File: src/rtl/window_buffer_pkg.sv
// Shared types and helpers for the sliding-window line buffer.
package window_buffer_pkg;

  typedef enum logic [1:0] {IDLE, FILL, SLIDE, REFILL} state_t;

  localparam int DEF_PIXEL_W = 24;
  typedef logic [DEF_PIXEL_W-1:0] pixel_t;

  function automatic int win_bits(input int lines, input int pixel_w);
    return lines * lines * pixel_w;
  endfunction

endpackage

File: src/rtl/flex_counter.sv
// Up-counter with synchronous clear and programmable wrap value.
module flex_counter #(
  parameter int NUM_BITS = 4
)(
  input  logic                clk,
  input  logic                n_rst,
  input  logic                clear,
  input  logic                count_enable,
  input  logic [NUM_BITS-1:0] rollover_val,
  output logic [NUM_BITS-1:0] count_out
);

  always_ff @(posedge clk) begin
    if (!n_rst)
      count_out <= '0;
    else if (clear)
      count_out <= '0;
    else if (count_enable)
      count_out <= (count_out == rollover_val) ? '0 : count_out + NUM_BITS'(1);
  end

endmodule

File: src/rtl/window_line_buffer.sv
// LINES-row pixel store fed one beat at a time; slides a LINESxLINES window
// across each row position and refills one row per position down the strip.
module window_line_buffer
  import window_buffer_pkg::*;
#(
  parameter int PIXEL_W = 24,
  parameter int BUS_W   = 32,
  parameter int LINES   = 3,
  parameter int CHUNK   = 8,
  parameter int ROW_W   = 10
)(
  input  logic                                clk,
  input  logic                                n_rst,
  input  logic                                load_start,
  input  logic [ROW_W-1:0]                    num_rows,
  input  logic [BUS_W-1:0]                    master_readdata,
  input  logic                                master_readdatavalid,
  input  logic                                window_ready,
  output logic                                window_valid,
  output logic [win_bits(LINES,PIXEL_W)-1:0]  window_data,
  output logic                                need_data,
  output logic                                chunk_done,
  output logic                                frame_done,
  output logic                                overrun
);

  localparam int DEPTH    = LINES * CHUNK;
  localparam int BEAT_W   = $clog2(DEPTH + 1);
  localparam int COL_W    = $clog2(CHUNK);
  localparam int LAST_COL = CHUNK - LINES;
  localparam logic [ROW_W:0] LINES_R = (ROW_W+1)'(LINES);
  localparam logic [ROW_W:0] ONE_R   = (ROW_W+1)'(1);

  state_t state, state_n;

  // chain[r*CHUNK + k] holds row[r][k]; index 0 is the oldest pixel
  logic [DEPTH-1:0][PIXEL_W-1:0] chain;

  logic [BEAT_W-1:0] beat_cnt, beat_roll;
  logic [COL_W-1:0]  col;
  logic [ROW_W-1:0]  rowpos, rows_q;
  logic              accept, last_beat, hs, last_hs, final_pos, start, short_start;

  generate
    if (BUS_W > PIXEL_W) begin : g_hi
      logic unused_hi;
      assign unused_hi = ^master_readdata[BUS_W-1:PIXEL_W];
    end
  endgenerate

  assign need_data    = (state == FILL) || (state == REFILL);
  assign window_valid = (state == SLIDE);
  assign accept       = master_readdatavalid && need_data;
  assign beat_roll    = (state == FILL) ? BEAT_W'(DEPTH - 1) : BEAT_W'(CHUNK - 1);
  assign last_beat    = accept && (beat_cnt == beat_roll);
  assign hs           = window_valid && window_ready;
  assign last_hs      = hs && (col == COL_W'(LAST_COL));
  assign start        = (state == IDLE) && load_start;
  assign short_start  = start && ({1'b0, num_rows} < LINES_R);
  // rowpos is compared before its increment: last position is rows-LINES
  assign final_pos    = ({1'b0, rowpos} + ONE_R) == ({1'b0, rows_q} - LINES_R + ONE_R);

  flex_counter #(.NUM_BITS(BEAT_W)) u_beat_cnt (
    .clk          (clk),
    .n_rst        (n_rst),
    .clear        (start || last_beat),
    .count_enable (accept),
    .rollover_val (beat_roll),
    .count_out    (beat_cnt)
  );

  flex_counter #(.NUM_BITS(COL_W)) u_col_cnt (
    .clk          (clk),
    .n_rst        (n_rst),
    .clear        (start || last_hs),
    .count_enable (hs),
    .rollover_val (COL_W'(LAST_COL)),
    .count_out    (col)
  );

  always_ff @(posedge clk) begin
    if (!n_rst) state <= IDLE;
    else        state <= state_n;
  end

  always_comb begin
    state_n = state;
    case (state)
      IDLE:    if (start && !short_start) state_n = FILL;
      FILL:    if (last_beat) state_n = SLIDE;
      SLIDE:   if (last_hs) state_n = final_pos ? IDLE : REFILL;
      REFILL:  if (last_beat) state_n = SLIDE;
      default: state_n = IDLE;
    endcase
  end

  always_ff @(posedge clk) begin
    if (!n_rst) begin
      chain      <= '0;
      rowpos     <= '0;
      rows_q     <= '0;
      chunk_done <= 1'b0;
      frame_done <= 1'b0;
      overrun    <= 1'b0;
    end else begin
      chunk_done <= last_hs;
      frame_done <= short_start || (last_hs && final_pos);
      overrun    <= master_readdatavalid && !need_data;
      if (accept)
        chain <= {master_readdata[PIXEL_W-1:0], chain[DEPTH-1:1]};
      if (start) begin
        rows_q <= num_rows;
        rowpos <= '0;
      end else if (last_hs) begin
        rowpos <= rowpos + ROW_W'(1);
      end
    end
  end

  always_comb begin
    window_data = '0;
    for (int r = 0; r < LINES; r++)
      for (int j = 0; j < LINES; j++)
        window_data[(r*LINES+j)*PIXEL_W +: PIXEL_W] = chain[r*CHUNK + j + int'(col)];
  end

endmodule

File: config.mk
export PLATFORM = sky130hd
export DESIGN_NAME = window_line_buffer
export DESIGN_NICKNAME = d
export VERILOG_FILES = /design/src/rtl/window_buffer_pkg.sv /design/src/rtl/flex_counter.sv /design/src/rtl/window_line_buffer.sv
export SDC_FILE = /design/constraint.sdc
export NUM_CORES = 2
export LEC_CHECK = 0
export CORE_UTILIZATION = 60
export CTS_CLUSTER_DIAMETER = 80
export DETAILED_ROUTE_END_ITERATION = 7
export PLACE_DENSITY = 0.82
export SETUP_SLACK_MARGIN = 0.02
export SLEW_MARGIN = 10
export SYNTH_ARGS = -nofsm -noshare
export SYNTH_HDL_FRONTEND = slang
export SYNTH_HIERARCHICAL = 1
export SYNTH_SLANG_ARGS = --single-unit
File: constraint.sdc
create_clock -name clk -period 4.9 [get_ports clk]
set_input_delay 0.98 -clock clk [delete_from_list [all_inputs] [get_ports clk]]
set_output_delay 0.98 -clock clk [all_outputs]
set_load 0.1 [all_outputs]
==> metrics.yaml <==
setup_path:
  reg2reg_depth: 5
  arrival_ns: 3.76
  cp_slowest_cell: "mux2i_1"
  critPathMaxFanout: 32
  crit_type: "reg -> out"
  start_kind: "flip-flop"
  cp-end-kind: "output pin"
  required_ns: 3.92
  path_cells: "inv_2 -> ha_4 -> buf_4 -> mux4_2 -> mux2i_1 -> o22ai_1 -> buf_12"
  max_stage_delay_ns: 0.64
yosys:
  synth_cells: 3716
  netlist.area_leader.share_pct: 33.3
  dominantRegCellSynth: "dfxtp_1"
  ys_ff_latch: 609
  synth_area_leaders: "dfxtp_1 (33%), mux4_2 (27%), nand2_1 (12%), a21boi_0 (12%), mux2_2 (4.4%)"
  synth_top_area_cell: "dfxtp_1"
  async_flop_share_pct: 0
  synth.distinct_cells: 51
  synth-edff-count: 0
  avgSynthCellArea_um2: 9.85
  seq_area_frac_synth_pct: 33.3
  ys_warn_count: 6
  syn-cell-area_um2: 36600
routing:
  wl_per_cell_um: 22.9
  vias_per_cell: 6.42
  drt-initial-drc-count: 3651
  drtPass1Iterations: 6
  routed_wl_mm: 105
  drt.antenna.violating_nets: 0
  remaining_drc_errors: 0
  vias: 29500
clock_network:
  clock-root-buffer: "clkbuf_16"
  clkSinkCount: 609
  cts_inserted_buffers: 67
  cts_resized: 0
  clock_latency_ns: 0.61
  post_cts_buffers: 0
  htreeDepth: 3
  cts_buffer_depth: 3
  clk_pin_slew_ns: 0.06
  cts_tree: "built"
  hold_buffers: 0
cells_and_area:
  nFillCells: 4219
  nets: 3819
  syn2layout_area_growth_pct: 15.1
  mostFrequentLayoutCells: "nand2_1 (1,212), dfxtp_1 (606), a21boi_0 (586), mux4_2 (432), buf_4 (170)"
  final_common_cell: "nand2_1"
  diodes: 0
  drive_gt1_share_pct: 25.5
  final_cells: 4593
power_and_ir_drop:
  peakVddDrop_uv: 345
  p_total_w: 0.0106
  cellLeakagePower_nw: 13.6
  power_density_nw_per_um2: 253
timing:
  worst_pin_slew_ns: 1.16
  hold_violations: 0
  worst_slew_margin_rel_pct: 22.8
  rsz0062_at_grt: "no"
  timing.final.crit_share_pct: 96.7
  clock_skew_ns: 0.0158
  holdWs_ns: 0.484
  fin_ws_ns: 0.163
  slew_viol_final: 0
  finalSetupTns_ns: 0
  max_freq_mhz: 211
  min_period_ns: 4.74
  setup_viol: 0
grt:
  grt_pass1_vias: 28000
  antenna_found_initial: 3
  grt_max_degree: 251
  grt.total_usage_pct: 33.8
  grt_pass1_wl_mm: 164
  overflow: 0
placed_design:
  dp_hpwl_mm: 68.9
  dp_slack_ns: 0.939
  port_buffers: 259
  gp_congestion: 0.896
  placedCellCount: 4477
floorplanning:
  die_h_um: 249
  coreArea_um2: 60200
  io_pins: 268
  row_count: 90
  start_util_pct: 60.7
  fp.dieW_um: 249
  die_area_um2: 62000
hold_path:
  hold_depth: 2
  holdCritPathClass: "reg -> reg"
flow_run:
  maxCapViolations: 0
status:
  status: "finished clean"
==> worst max-delay path: cells and delay by family, from the launching register on <==
| kind | cells | cell delay, ns |
|---|---|---|
| fa+ha+maj | 1 | 0.57 |
| flops | 1 | 0.41 |
| buf+inv | 3 | 0.83 |
| mux | 2 | 1.03 |
| compound gates | 1 | 0.29 |
==> sequential cells by signal (all words and copies together) (netlist names) <==
register / cells
chain: 576
chunk_done: 1
frame_done: 1
u_col_cnt/count_out: 3
rows_q: 10
u_beat_cnt/count_out: 5
overrun: 1
state: 2
rowpos: 10
==> layer usage <==
metal / track usage (%) / vias up / share of wire, %
li1: - / 13300 / -
met1: 45.1 / 14500 / 39
met2: 50.4 / 1419 / 45
met3: 8.37 / 231 / 9.8
met4: 19.4 / 2 / 6.3
met5: 0 / - / 0.0076
==> cells by family (layout without fill, tap and decap cells) <==
kind of cell	after synthesis	after routing	share of synthesized area, %
compound gates	676	676	13.4
xor+xnor	47	47	1.13
other cells	2	9	0.0205
simple gates	1352	1352	14.3
flops	609	609	33.3
mux	650	650	33.1
buf+inv	372	460	4.44
fa+ha+maj	8	8	0.274
==> power breakdown <==
group          leakage, nW  internal (W)  switching (W)
logic                 7.62      0.000148       0.000272
clock network         1.12       0.00315        0.00209
registers             4.91       0.00497      0.0000235
==> synth_stat cells, drive strengths merged (8+ instances only) <==
cell and number:
inv 31, o22ai 24, mux4 432, xor2 23, nand4 10, nor2 88, nand2 1214, ha 8
clkbuf 249, mux2 144, a21oi 27, mux2i 74, buf 92, o21ai 25, xnor2 24, a21boi 586
dfxtp 609
==> through the flow <==
step                      util [%]  instance area (um2)
after floorplan                  -                36600
after global placement        66.2                39900
after detailed placement      66.2                39900
after CTS                     69.9                42100
after global routing          69.9                42100
final                         69.9                42100
==> path summary, 6_finish.rpt <==
| kind | endpoint | slack [ns] | from |
|---|---|---|---|
| min reg2reg | rows_q[0]$_SDFFE_PN0P_ | 0.48 | rows_q[0]$_SDFFE_PN0P_ |
| min | rows_q[0]$_SDFFE_PN0P_ | 0.48 | rows_q[0]$_SDFFE_PN0P_ |
| max reg2reg | chain[112]$_SDFFE_PN0P_ | 2.46 | state[0]$_SDFFE_PN0P_ |
| max | window_data[102] | 0.16 | u_col_cnt/count_out[1]$_SDFFE_PP0P_ |
==> layout make-up <==
cell class	count	area, um2	area share, %
multi-input cells	2742	22900	54.3
flip-flops and latches	609	12200	29.0
repair buffers	313	3680	8.75
clock buffers	95	1950	4.64
well taps	782	978	2.32
clock inverters	21	299	0.710
inverters	31	124	0.294
No activity file was read; power rests on OpenSTA's default activity.
